===== src/rtl/axi_rr_arb_4_if.sv =====
`timescale 1ns / 1ps
// axi_rr_arb_4_if
// Bundles the four AXI-Stream source ports and the merged output port of the
// 4-way packet round-robin arbiter.
//   s0..s3_axis_*  : source streams (tvalid/tdata/tlast/tuser in, tready out)
//   m_axis_*       : merged stream (tvalid/tdata/tlast/tuser/tid out, tready in)
// Modports:
//   slave  : arbiter view (consumes sources, produces merged stream)
//   master : environment view (drives sources, consumes merged stream)
interface axi_rr_arb_4_if #(
  parameter int DATA_WIDTH  = 32,
  parameter int TUSER_WIDTH = 8
);
  logic                   s0_axis_tvalid, s1_axis_tvalid, s2_axis_tvalid, s3_axis_tvalid;
  logic [DATA_WIDTH-1:0]  s0_axis_tdata,  s1_axis_tdata,  s2_axis_tdata,  s3_axis_tdata;
  logic                   s0_axis_tlast,  s1_axis_tlast,  s2_axis_tlast,  s3_axis_tlast;
  logic [TUSER_WIDTH-1:0] s0_axis_tuser,  s1_axis_tuser,  s2_axis_tuser,  s3_axis_tuser;
  logic                   s0_axis_tready, s1_axis_tready, s2_axis_tready, s3_axis_tready;

  logic                   m_axis_tvalid;
  logic [DATA_WIDTH-1:0]  m_axis_tdata;
  logic                   m_axis_tlast;
  logic [TUSER_WIDTH-1:0] m_axis_tuser;
  logic [1:0]             m_axis_tid;
  logic                   m_axis_tready;

  modport slave (
    input  s0_axis_tvalid, s1_axis_tvalid, s2_axis_tvalid, s3_axis_tvalid,
    input  s0_axis_tdata,  s1_axis_tdata,  s2_axis_tdata,  s3_axis_tdata,
    input  s0_axis_tlast,  s1_axis_tlast,  s2_axis_tlast,  s3_axis_tlast,
    input  s0_axis_tuser,  s1_axis_tuser,  s2_axis_tuser,  s3_axis_tuser,
    output s0_axis_tready, s1_axis_tready, s2_axis_tready, s3_axis_tready,
    output m_axis_tvalid, m_axis_tdata, m_axis_tlast, m_axis_tuser, m_axis_tid,
    input  m_axis_tready
  );

  modport master (
    output s0_axis_tvalid, s1_axis_tvalid, s2_axis_tvalid, s3_axis_tvalid,
    output s0_axis_tdata,  s1_axis_tdata,  s2_axis_tdata,  s3_axis_tdata,
    output s0_axis_tlast,  s1_axis_tlast,  s2_axis_tlast,  s3_axis_tlast,
    output s0_axis_tuser,  s1_axis_tuser,  s2_axis_tuser,  s3_axis_tuser,
    input  s0_axis_tready, s1_axis_tready, s2_axis_tready, s3_axis_tready,
    input  m_axis_tvalid, m_axis_tdata, m_axis_tlast, m_axis_tuser, m_axis_tid,
    output m_axis_tready
  );
endinterface


===== src/rtl/axi_rr_arb_4.sv =====
`timescale 1ns / 1ps
// axi_rr_arb_4
// Four-source AXI-Stream packet arbiter. Whole packets are granted round-robin
// (search starts after the last source served); one bubble cycle per
// arbitration, then the granted source streams through a single output
// register stage at up to one beat per cycle.
// Ports:
//   clk         : clock, all state changes on rising edge
//   async_reset : asynchronous active-high reset (release synchronised inside)
//   axis        : axi_rr_arb_4_if.slave - four sources in, merged stream out
//                 (m_axis_tid carries the index of the producing source)
//   busy        : high while a packet grant is held
module axi_rr_arb_4 #(
  parameter int DATA_WIDTH  = 32,
  parameter int TUSER_WIDTH = 8
) (
  input  logic          clk,
  input  logic          async_reset,
  axi_rr_arb_4_if.slave axis,
  output logic          busy
);

  typedef enum logic {IDLE = 1'b0, GRANT = 1'b1} state_t;

  // Returns {found, index}: first valid source searching last+1 .. last+4.
  // Iterating from the far end lets the nearest candidate overwrite.
  function automatic logic [2:0] rr_pick(input logic [3:0] vld, input logic [1:0] last);
    logic [1:0] idx;
    rr_pick = 3'b000;
    for (int i = 4; i >= 1; i--) begin
      idx = last + i[1:0];
      if (vld[idx]) rr_pick = {1'b1, idx};
    end
  endfunction

  // Assertion is immediate, release is aligned to clk through two flops.
  logic [1:0] rst_sync_p;
  logic       rst;

  always_ff @(posedge clk or posedge async_reset) begin
    if (async_reset) rst_sync_p <= 2'b11;
    else             rst_sync_p <= {rst_sync_p[0], 1'b0};
  end

  assign rst = rst_sync_p[1];

  logic [3:0]             s_vld, s_last, s_rdy;
  logic [DATA_WIDTH-1:0]  s_data [4];
  logic [TUSER_WIDTH-1:0] s_user [4];

  assign s_vld  = {axis.s3_axis_tvalid, axis.s2_axis_tvalid, axis.s1_axis_tvalid, axis.s0_axis_tvalid};
  assign s_last = {axis.s3_axis_tlast,  axis.s2_axis_tlast,  axis.s1_axis_tlast,  axis.s0_axis_tlast};
  assign s_data[0] = axis.s0_axis_tdata;
  assign s_data[1] = axis.s1_axis_tdata;
  assign s_data[2] = axis.s2_axis_tdata;
  assign s_data[3] = axis.s3_axis_tdata;
  assign s_user[0] = axis.s0_axis_tuser;
  assign s_user[1] = axis.s1_axis_tuser;
  assign s_user[2] = axis.s2_axis_tuser;
  assign s_user[3] = axis.s3_axis_tuser;

  assign axis.s0_axis_tready = s_rdy[0];
  assign axis.s1_axis_tready = s_rdy[1];
  assign axis.s2_axis_tready = s_rdy[2];
  assign axis.s3_axis_tready = s_rdy[3];

  state_t     state_q, state_d;
  logic [1:0] g_q, g_d, last_q, last_d;
  logic [2:0] pick;
  logic       acc;

  logic                   vld_p1;
  logic [DATA_WIDTH-1:0]  data_p1;
  logic                   last_p1;
  logic [TUSER_WIDTH-1:0] user_p1;
  logic [1:0]             tid_p1;

  always_comb begin
    state_d = state_q;
    g_d     = g_q;
    last_d  = last_q;
    s_rdy   = '0;
    acc     = 1'b0;
    pick    = rr_pick(s_vld, last_q);
    case (state_q)
      IDLE: begin
        if (pick[2]) begin
          g_d     = pick[1:0];
          state_d = GRANT;
        end
      end
      GRANT: begin
        // Accept whenever the output register is empty or being drained.
        s_rdy[g_q] = ~vld_p1 | axis.m_axis_tready;
        acc        = s_vld[g_q] & s_rdy[g_q];
        if (acc && s_last[g_q]) begin
          last_d  = g_q;
          state_d = IDLE;
        end
      end
      default: state_d = IDLE;
    endcase
  end

  always_ff @(posedge clk or posedge rst) begin
    if (rst) begin
      state_q <= IDLE;
      g_q     <= 2'd0;
      last_q  <= 2'd3;
    end else begin
      state_q <= state_d;
      g_q     <= g_d;
      last_q  <= last_d;
    end
  end

  // ---- output stage p1: one register, loads on accept, clears on drain ----
  always_ff @(posedge clk or posedge rst) begin
    if (rst) begin
      vld_p1  <= 1'b0;
      data_p1 <= '0;
      last_p1 <= 1'b0;
      user_p1 <= '0;
      tid_p1  <= 2'd0;
    end else if (acc) begin
      vld_p1  <= 1'b1;
      data_p1 <= s_data[g_q];
      last_p1 <= s_last[g_q];
      user_p1 <= s_user[g_q];
      tid_p1  <= g_q;
    end else if (axis.m_axis_tready) begin
      vld_p1  <= 1'b0;
    end
  end

  assign axis.m_axis_tvalid = vld_p1;
  assign axis.m_axis_tdata  = data_p1;
  assign axis.m_axis_tlast  = last_p1;
  assign axis.m_axis_tuser  = user_p1;
  assign axis.m_axis_tid    = tid_p1;
  assign busy               = (state_q == GRANT);

endmodule

===== src/flat_wrapper.sv =====
// flat-port wrapper written by rule: the top's interface ports become plain ports
module axi_rr_arb_4_flat 
#(
  parameter int DATA_WIDTH  = 32,
  parameter int TUSER_WIDTH = 8
)
  (clk, async_reset, busy, axis_s0_axis_tvalid, axis_s1_axis_tvalid, axis_s2_axis_tvalid, axis_s3_axis_tvalid, axis_s0_axis_tdata, axis_s1_axis_tdata, axis_s2_axis_tdata, axis_s3_axis_tdata, axis_s0_axis_tlast, axis_s1_axis_tlast, axis_s2_axis_tlast, axis_s3_axis_tlast, axis_s0_axis_tuser, axis_s1_axis_tuser, axis_s2_axis_tuser, axis_s3_axis_tuser, axis_s0_axis_tready, axis_s1_axis_tready, axis_s2_axis_tready, axis_s3_axis_tready, axis_m_axis_tvalid, axis_m_axis_tdata, axis_m_axis_tlast, axis_m_axis_tuser, axis_m_axis_tid, axis_m_axis_tready);
  axi_rr_arb_4_if #(.DATA_WIDTH(DATA_WIDTH), .TUSER_WIDTH(TUSER_WIDTH)) axis_i ();
  input  logic clk;
  input  logic async_reset;
  output logic busy;
  input wire logic [$bits(axis_i.s0_axis_tvalid)-1:0] axis_s0_axis_tvalid;
  input wire logic [$bits(axis_i.s1_axis_tvalid)-1:0] axis_s1_axis_tvalid;
  input wire logic [$bits(axis_i.s2_axis_tvalid)-1:0] axis_s2_axis_tvalid;
  input wire logic [$bits(axis_i.s3_axis_tvalid)-1:0] axis_s3_axis_tvalid;
  input wire logic [$bits(axis_i.s0_axis_tdata)-1:0] axis_s0_axis_tdata;
  input wire logic [$bits(axis_i.s1_axis_tdata)-1:0] axis_s1_axis_tdata;
  input wire logic [$bits(axis_i.s2_axis_tdata)-1:0] axis_s2_axis_tdata;
  input wire logic [$bits(axis_i.s3_axis_tdata)-1:0] axis_s3_axis_tdata;
  input wire logic [$bits(axis_i.s0_axis_tlast)-1:0] axis_s0_axis_tlast;
  input wire logic [$bits(axis_i.s1_axis_tlast)-1:0] axis_s1_axis_tlast;
  input wire logic [$bits(axis_i.s2_axis_tlast)-1:0] axis_s2_axis_tlast;
  input wire logic [$bits(axis_i.s3_axis_tlast)-1:0] axis_s3_axis_tlast;
  input wire logic [$bits(axis_i.s0_axis_tuser)-1:0] axis_s0_axis_tuser;
  input wire logic [$bits(axis_i.s1_axis_tuser)-1:0] axis_s1_axis_tuser;
  input wire logic [$bits(axis_i.s2_axis_tuser)-1:0] axis_s2_axis_tuser;
  input wire logic [$bits(axis_i.s3_axis_tuser)-1:0] axis_s3_axis_tuser;
  output wire logic [$bits(axis_i.s0_axis_tready)-1:0] axis_s0_axis_tready;
  output wire logic [$bits(axis_i.s1_axis_tready)-1:0] axis_s1_axis_tready;
  output wire logic [$bits(axis_i.s2_axis_tready)-1:0] axis_s2_axis_tready;
  output wire logic [$bits(axis_i.s3_axis_tready)-1:0] axis_s3_axis_tready;
  output wire logic [$bits(axis_i.m_axis_tvalid)-1:0] axis_m_axis_tvalid;
  output wire logic [$bits(axis_i.m_axis_tdata)-1:0] axis_m_axis_tdata;
  output wire logic [$bits(axis_i.m_axis_tlast)-1:0] axis_m_axis_tlast;
  output wire logic [$bits(axis_i.m_axis_tuser)-1:0] axis_m_axis_tuser;
  output wire logic [$bits(axis_i.m_axis_tid)-1:0] axis_m_axis_tid;
  input wire logic [$bits(axis_i.m_axis_tready)-1:0] axis_m_axis_tready;
  assign axis_i.s0_axis_tvalid = axis_s0_axis_tvalid;
  assign axis_i.s1_axis_tvalid = axis_s1_axis_tvalid;
  assign axis_i.s2_axis_tvalid = axis_s2_axis_tvalid;
  assign axis_i.s3_axis_tvalid = axis_s3_axis_tvalid;
  assign axis_i.s0_axis_tdata = axis_s0_axis_tdata;
  assign axis_i.s1_axis_tdata = axis_s1_axis_tdata;
  assign axis_i.s2_axis_tdata = axis_s2_axis_tdata;
  assign axis_i.s3_axis_tdata = axis_s3_axis_tdata;
  assign axis_i.s0_axis_tlast = axis_s0_axis_tlast;
  assign axis_i.s1_axis_tlast = axis_s1_axis_tlast;
  assign axis_i.s2_axis_tlast = axis_s2_axis_tlast;
  assign axis_i.s3_axis_tlast = axis_s3_axis_tlast;
  assign axis_i.s0_axis_tuser = axis_s0_axis_tuser;
  assign axis_i.s1_axis_tuser = axis_s1_axis_tuser;
  assign axis_i.s2_axis_tuser = axis_s2_axis_tuser;
  assign axis_i.s3_axis_tuser = axis_s3_axis_tuser;
  assign axis_s0_axis_tready = axis_i.s0_axis_tready;
  assign axis_s1_axis_tready = axis_i.s1_axis_tready;
  assign axis_s2_axis_tready = axis_i.s2_axis_tready;
  assign axis_s3_axis_tready = axis_i.s3_axis_tready;
  assign axis_m_axis_tvalid = axis_i.m_axis_tvalid;
  assign axis_m_axis_tdata = axis_i.m_axis_tdata;
  assign axis_m_axis_tlast = axis_i.m_axis_tlast;
  assign axis_m_axis_tuser = axis_i.m_axis_tuser;
  assign axis_m_axis_tid = axis_i.m_axis_tid;
  assign axis_i.m_axis_tready = axis_m_axis_tready;
  axi_rr_arb_4 #(.DATA_WIDTH(DATA_WIDTH), .TUSER_WIDTH(TUSER_WIDTH)) u_core (.clk(clk), .async_reset(async_reset), .axis(axis_i), .busy(busy));
endmodule

===== config.mk =====
export PLATFORM = sky130hd
export DESIGN_NAME = axi_rr_arb_4_flat
export DESIGN_NICKNAME = d
export VERILOG_FILES = /design/src/rtl/axi_rr_arb_4_if.sv /design/src/rtl/axi_rr_arb_4.sv /design/src/flat_wrapper.sv
export SDC_FILE = /design/constraint.sdc
export NUM_CORES = 1
export LEC_CHECK = 0
export CAP_MARGIN = 20
export CORE_MARGIN = 1.5
export CORE_UTILIZATION = 38
export CTS_CLUSTER_DIAMETER = 120
export DETAILED_ROUTE_END_ITERATION = 7
export PLACE_DENSITY = 0.88
export SKIP_LAST_GASP = 1
export SLEW_MARGIN = 30
export SYNTH_ARGS = -nofsm -noshare
export SYNTH_HDL_FRONTEND = slang
export SYNTH_SLANG_ARGS = --single-unit
export TNS_END_PERCENT = 100

===== constraint.sdc =====
create_clock -name clk -period 3.5 [get_ports clk]
set_input_delay 0.875 -clock clk [delete_from_list [all_inputs] [get_ports clk]]
set_output_delay 0.875 -clock clk [all_outputs]
set_load 0.03 [all_outputs]

==> metrics.md, run 1 <==
| Metric | Value |
|---|---|
| Setup Skew | `7.07 ps` |
| Reg2Reg Depth | `4` |
| Power density over the cells | `804 nW/µm²` |
| Total GRT Usage | `0.215` |
| Syn-to-layout area delta | `78.7%` |
| Final WL | `8.99 mm` |
| Hold buffer count at cts | `0` |
| Total clock sinks | `51` |
| First-pass GRT wire length | `approximately 14 mm` |
| Post-Syn Nets | `358` |
| Pin count of the biggest net entering global routing | `50` |
| DP HPWL | `7.34 mm` |
| Max Cap Violations | `0` |
| Arrival @ worst endpoint | `2430 ps` |
| Initial antenna violation count | `0` |
| Placed inst area | `5290 µm²` |
| Num rows | `32` |
| Setup_tns | `0 ps` |
| Routed length on met1 | `3.18 mm` |
| DR WL met2 | `~5.0 mm` |
| Layout cell share with drive strength beyond 1 | `0.262` |
| CTS buffer count | `5` |
| Net total in the final layout | `about 580` |
| I/O pin count | `220` |
| Skew-Pair Late Insertion Delay | `300 ps` |
| I/O Buffers | `219` |
| Via Count | `2601` |
| CTS H-tree lvls | `2` |
| Bufs on Longest Clock Path | `2` |
| Reg2Reg Setup Slack | `1160 ps` |
| Post-layout minimum cycle time | `between 3000 and 4000 ps` |
| Psw | `1.73 mW` |
| Slew @ Worst Pin | `about 600 ps` |
| Combinational Power Share | `0.652` |
| Yosys cell types | `25` |
| Ys async rst share | `1.00` |
| Crit share post-route | `0.946` |
| Synth Instances | `about 190` |
| CTS Root Cell | `clkbuf_8` |
| R2R Path End | `u_core.axis.m_axis_tdata[26]$_DFFE_PP0P_` |
| Layout fillers | `570` |
| CP Launch Type | `input port` |
| Setup WS post-layout | `191 ps` |
| Pins Over Slew Limit | `0` |
| Post-route cell area | `5370 µm²` |
| Initial Util | `0.391` |
| Routed length per instance | `17.7 µm` |
| Post-synth EDFFs | `0` |
| Commonest non-fill, non-tap cell in the layout | `clkdlybuf4s50_1` |
| CTS tree | `built` |
| DP Cell Count | `between 400 and 500` |
| Top-area cell type share of the netlist area | `0.392` |
| CP Class | `in2out` |
| Final core occ | `0.698` |
| Top post-synthesis cells by area | `dfrtp_1 (39%), mux4_2 (32%), mux2_2 (16%)` |
| Termination of the worst setup path | `axis_s0_axis_tready` |
| RR Startpoint | `u_core.g_q[0]$_DFFE_PP0P_` |
| Grt ovf | `0` |
| Die Wd | `91.9 µm` |
| Final Wtd Congestion | `approximately 0.8` |
| Metal3 WL | `674 µm` |
| Vias per cell | `5.13` |
| Synthesized area per cell | `16.1 µm²` |
| Worst-path clk slew | `90 ps` |
| Unrepaired setup endpoints after global routing | `false` |
| # resized after CTS | `0` |
| Net Sw Frac | `0.402` |
| Top Layer Used | `met4` |
| Post-synthesis register bit count | `around 50` |
| Register area share after synthesis | `0.427` |
| Sequential power share | `0.273` |
| Synth Flop Type | `dfrtp_1` |
| Setup violators final | `0` |
| VDD IR-drop max | `0.000455 V` |
| Hold WS | `339 ps` |
| Synth warn | `0` |
| Non-Filler Instances | `507` |
| Die area | `between 8000 and 9000 µm²` |
| Int Power | `roughly 2.6 mW` |
| Hold Violations, Final | `0` |
| DR DRC count | `0` |
| Crit-path max FO | `3` |
| Vias in the first global route | `2854` |
| CP required | `2620 ps` |
| Die height | `a little over 90 µm` |
| # diodes | `0` |
| Max Fclk | `0.302 GHz` |
| Commonest cells after routing, fill and taps aside | `clkdlybuf4s50_1 (219), dfrtp_1 (45), mux2_2 (43)` |
| DR pass1 iterations | `4` |
| Element type at the critical path end | `primary output` |
| Outcome | `finished, final reports clean` |
| Mapped cell area | `3000 µm²` |
| Leak Pwr | `between 2 and 2.5 nW` |
| Clock power share | `0.076` |
| Initial DRC Count | `61` |
| Post-CTS setup buffers | `0` |
| Cell taking the most area after synthesis | `dfrtp_1` |
| PnR Total Power | `4.31 mW` |
| ANT nets after route | `0` |
| Post-place setup slack | `209 ps` |
| Launch point of the worst path | `axis_m_axis_tready` |
| Headroom to the max-slew limit | `0.600` |
| Core area | `approximately 7700 µm²` |
| HP Class | `reg2async` |
-- power groups by stage --
stage / Clock (mW) / Combinational (mW) / Sequential, mW
final: 0.327 / 2.81 / 1.18
after global routing: 0.364 / 2.97 / 1.22
after detailed placement: 0 / 2.85 / 1.19
after CTS: 0.337 / 2.85 / 1.18
after floorplan: 0 / 1.41 / 1.59
after global placement: 0 / 2.80 / 1.17
-- final cells by class --
type	count	area, µm²	share of cell area
clock inverters	1	5.00	0.000933
inverters	6	25.0	0.00466
repair buffers	225	2250	0.419
flip-flops and latches	51	1280	0.239
multi-input cells	115	1600	0.298
well taps	102	128	0.0238
clock buffers	7	76.3	0.0142
-- kinds of logic (layout without fill, tap and decap cells) --
| family | after synthesis | after routing | synth area share |
|---|---|---|---|
| other | 1 | 1 | 0.00125 |
| AND/OR/NAND/NOR | 20 | 20 | 0.0342 |
| multiplexers | 85 | 85 | 0.476 |
| buffers and inverters | 21 | 239 | 0.0408 |
| AO/OA/AOI/OAI | 9 | 9 | 0.0208 |
| flip-flops | 51 | 51 | 0.427 |
-- per-layer routing --
metal,GRT usage,up-vias
met1,0.233,1314
met3,0.0572,8
met2,0.413,112
li1,-,1167
met5,0,-
met4,0.0513,0
-- flip-flops by register name, indices dropped and copies added, names as in the netlist --
name and count:
u_core.axis.m_axis_tid 2, u_core.axis.m_axis_tlast 1, u_core.axis.m_axis_tvalid 1, u_core.last_q 2, u_core.g_q 2, u_core.axis.m_axis_tdata 32, u_core.axis.m_axis_tuser 8, u_core.rst_sync_p 2
u_core.busy 1
-- synth_stat cells (2+ instances only) --
cell	count
clkbuf_1	4
o21ai_0	2
buf_2	5
nand2_1	8
dfrtp_1	47
nor3_1	2
dfstp_2	4
a31oi_1	2
mux2_2	43
inv_1	6
nor2_1	4
mux4_2	42
buf_6	5
nand2b_1	2
-- worst max-delay path, stage by stage --
cell	delay [ps]
clkdlybuf4s50_1	460
nand2b_1	140
nand2_1	80
nor3_1	170
clkdlybuf4s50_1	710
-- worst min-delay path by stage --
stage	startpoint	endpoint	slack, ps
CTS	u_core.rst_sync_p[0]$_DFF_PP1_	u_core.rst_sync_p[1]$_DFF_PP1_	360
floorplan	u_core.rst_sync_p[0]$_DFF_PP1_	u_core.rst_sync_p[1]$_DFF_PP1_	350
detailed placement	u_core.rst_sync_p[0]$_DFF_PP1_	u_core.rst_sync_p[1]$_DFF_PP1_	350
global route	u_core.rst_sync_p[0]$_DFF_PP1_	u_core.rst_sync_p[1]$_DFF_PP1_	370
global placement	u_core.rst_sync_p[0]$_DFF_PP1_	u_core.rst_sync_p[1]$_DFF_PP1_	350
finish	u_core.rst_sync_p[1]$_DFF_PP1_	u_core.axis.m_axis_tdata[10]$_DFFE_PP0P_	340
Note: power is estimated with default switching activity, not from simulation.
==> inputs of run 2 (changes only) <==
--- a/config.mk
+++ b/config.mk
@@ -5,7 +5,7 @@
 export SDC_FILE = /design/constraint.sdc
 export NUM_CORES = 1
 export LEC_CHECK = 0
-export CAP_MARGIN = 20
+export CAP_MARGIN = 0
 export CORE_MARGIN = 1.5
 export CORE_UTILIZATION = 38
 export CTS_CLUSTER_DIAMETER = 120
==> results of run 2 <==
No change in the layout: final DEF, timing and power equal those of run 1.
==> inputs of run 3 (changes only) <==
--- a/config.mk
+++ b/config.mk
@@ -5,7 +5,7 @@
 export SDC_FILE = /design/constraint.sdc
 export NUM_CORES = 1
 export LEC_CHECK = 0
-export CAP_MARGIN = 0
+export CORE_ASPECT_RATIO = 0.9
 export CORE_MARGIN = 1.5
 export CORE_UTILIZATION = 38
 export CTS_CLUSTER_DIAMETER = 120
==> run 3 against run 2 <==
Count of clock-buffer cells in the layout shrank 1; sequential cell count unchanged; utilization up 1.0 points; routed wire length is 0.58% higher; power rose by 0.43%; combinational power rose by 3%; clock power grew 9.8%; largest power group unchanged; first-iteration DRC count decreased by 13%; die area is essentially flat; register-to-register slack got worse by 40 ps; non-clock buffer count decreased by 1.
==> metrics.md, run 3 (synthesized netlist as in run 1, its figures left out) <==
| Metric | Value |
|---|---|
| Outcome | `finished, final reports clean (unchanged)` |
| Die Wd | `96.7 µm (was 91.9 µm)` |
| Arrival @ worst endpoint | `2410 ps (was 2430 ps)` |
| Commonest cells after routing, fill and taps aside | `clkdlybuf4s50_1 (219), dfrtp_1 (45), mux2_2 (43) (unchanged)` |
| Hold WS | `346 ps (was 339 ps)` |
| I/O pin count | `220 (unchanged)` |
| CTS buffer count | `5 (unchanged)` |
| Leak Pwr | `2.07 nW (about the same)` |
| Element type at the critical path end | `primary output (unchanged)` |
| Commonest non-fill, non-tap cell in the layout | `clkdlybuf4s50_1 (unchanged)` |
| Pin count of the biggest net entering global routing | `50 (unchanged)` |
| Post-place setup slack | `230 ps (was 209 ps)` |
| Initial DRC Count | `53 (was 61)` |
| CTS Root Cell | `clkbuf_8 (unchanged)` |
| Initial Util | `0.396 (was 0.391)` |
| Vias per cell | `5.14 (was 5.13)` |
| Grt ovf | `0 (unchanged)` |
| Sequential power share | `0.250 (was 0.273)` |
| Multi-input logic area | `1600 µm² (unchanged)` |
| Die area | `8450 µm² (was 8440 µm²)` |
| Max incr delay on CP | `690 ps (was 710 ps)` |
| Max Cap Violations | `0 (unchanged)` |
| Headroom to the max-slew limit | `0.602 (was 0.600)` |
| Max reg flops | `32 (unchanged)` |
| Crit share post-route | `0.939 (was 0.946)` |
| Core area | `7580 µm² (was 7690 µm²)` |
| Hold buffer count at cts | `0 (unchanged)` |
| Most common cell on crit path | `clkdlybuf4s50_1 (unchanged)` |
| # diodes | `0 (unchanged)` |
| Setup violators final | `0 (unchanged)` |
| Layout cell share with drive strength beyond 1 | `0.265 (was 0.262)` |
| Max Fclk | `0.304 GHz (was 0.302 GHz)` |
| CP Launch Type | `input port (unchanged)` |
| Power density over the cells | `807 nW/µm² (was 804 nW/µm²)` |
| Layout fillers | `556 (was 570)` |
| Worst path slowest cell | `clkdlybuf4s50_1 (unchanged)` |
| Final Wtd Congestion | `0.823 (was 0.796)` |
| Net Sw Frac | `0.401 (was 0.402)` |
| Setup_tns | `0 ps (unchanged)` |
| Die height | `87.3 µm (was 91.9 µm)` |
| # resized after CTS | `0 (unchanged)` |
| Total GRT Usage | `0.215 (about the same)` |
| Total clock sinks | `51 (unchanged)` |
| Syn-to-layout area delta | `78.8% (was 78.7%)` |
| CTS H-tree lvls | `2 (unchanged)` |
| CP Class | `in2out (unchanged)` |
| Skew-Pair Late Insertion Delay | `300 ps (about the same)` |
| Final WL | `9.04 mm (was 8.99 mm)` |
| DP Cell Count | `492 (was 499)` |
| Via Count | `2570 (was 2601)` |
| DR pass1 iterations | `4 (unchanged)` |
| Reg2Reg Setup Slack | `1120 ps (was 1160 ps)` |
| First-pass GRT wire length | `14.4 mm (was 14.1 mm)` |
| ANT nets after route | `0 (unchanged)` |
| CP required | `2620 ps (about the same)` |
| Unrepaired setup endpoints after global routing | `false (unchanged)` |
| DR DRC count | `0 (unchanged)` |
| Post-CTS setup buffers | `0 (unchanged)` |
| Hold Violations, Final | `0 (unchanged)` |
| Vias in the first global route | `2857 (was 2854)` |
| CP Cell Sequence | `clkdlybuf4s50_1, nand2b_1, nand3_1, nor2_1, clkdlybuf4s50_1 (was clkdlybuf4s50_1, nand2b_1, nand2_1, nor3_1, clkdlybuf4s50_1)` |
| Clock power share | `0.083 (was 0.076)` |
| Setup WS post-layout | `213 ps (was 191 ps)` |
| Reg area | `1280 µm² (unchanged)` |
| DP HPWL | `7.38 mm (was 7.34 mm)` |
| Pins Over Slew Limit | `0 (unchanged)` |
| Combinational Power Share | `0.667 (was 0.652)` |
| I/O Buffers | `219 (unchanged)` |
| Net total in the final layout | `574 (was 575)` |
| Setup Skew | `14.9 ps (was 7.07 ps)` |
| VDD IR-drop max | `0.000416 V (was 0.000455 V)` |
| CTS tree | `built (unchanged)` |
| Initial antenna violation count | `0 (unchanged)` |
| Worst-path clk slew | `100 ps (was 90 ps)` |
| Psw | `1.74 mW (was 1.73 mW)` |
| Num rows | `30 (was 32)` |
| Bufs on Longest Clock Path | `2 (unchanged)` |
| Slew @ Worst Pin | `597 ps (was 600 ps)` |
| Int Power | `2.60 mW (was 2.58 mW)` |
| Routed length per instance | `18.1 µm (was 17.7 µm)` |
| Post-layout minimum cycle time | `3290 ps (was 3310 ps)` |
| Crit-path max FO | `3 (unchanged)` |
| HP Class | `reg2async (unchanged)` |
| Non-Filler Instances | `500 (was 507)` |
[run 3: final cells by class]
| type | instances | share of cell area |
|---|---|---|
| well taps | 96 | 0.0224 |
| repair buffers | 224 | 0.418 |
| flip-flops and latches | 51 | 0.239 |
| clock inverters | 2 | 0.00303 |
| multi-input cells | 115 | 0.298 |
| inverters | 6 | 0.00466 |
| clock buffers | 6 | 0.0154 |
[run 3: metal layers]
metal | vias up | GRT usage | share of wire
met4 | 0 | 0.0501 | 0.011
met3 | 10 | 0.0578 | 0.066
met2 | 119 | 0.409 | 0.55
met5 | - | 0 | 0
met1 | 1273 | 0.242 | 0.37
li1 | 1168 | - | -
[run 3: worst max-delay path, delay by kind of cell]
family                 cells  cell delay (ps)
buffers and inverters      2             1140
AND/OR/NAND/NOR            3              400
[run 3: final timing paths]
| kind | from | to | depth (start not counted) |
|---|---|---|---|
| setup / recovery | axis_m_axis_tready | axis_s2_axis_tready | 5 |
| hold / removal | u_core.rst_sync_p[1]$_DFF_PP1_ | u_core.axis.m_axis_tdata[7]$_DFFE_PP0P_ | 1 |
| setup reg to reg | u_core.g_q[0]$_DFFE_PP0P_ | u_core.axis.m_axis_tuser[3]$_DFFE_PP0P_ | 5 |
| hold reg to reg | u_core.rst_sync_p[1]$_DFF_PP1_ | u_core.axis.m_axis_tdata[7]$_DFFE_PP0P_ | 1 |
| max in group asynchronous | async_reset | u_core.rst_sync_p[0]$_DFF_PP1_ | 2 |
| min in group clk | u_core.rst_sync_p[0]$_DFF_PP1_ | u_core.rst_sync_p[1]$_DFF_PP1_ | 0 |
[run 3: power groups by stage]
stage	clock network (mW)	registers (mW)	logic, mW
2_1_floorplan	0	1.59	1.41
3_3_place_gp	0	1.08	2.87
5_1_grt	0.398	1.12	3.05
4_1_cts	0.371	1.08	2.93
3_5_place_dp	0	1.09	2.93
6_report	0.359	1.08	2.89
[run 3: metrics by stage]
stage,area [µm²],power (mW),utilization
after global placement,5270,3.95,0.695
final,5370,4.33,0.708
after global routing,5370,4.57,0.708
after detailed placement,5270,4.02,0.695
after CTS,5370,4.39,0.708
after floorplan,3000,3.01,-
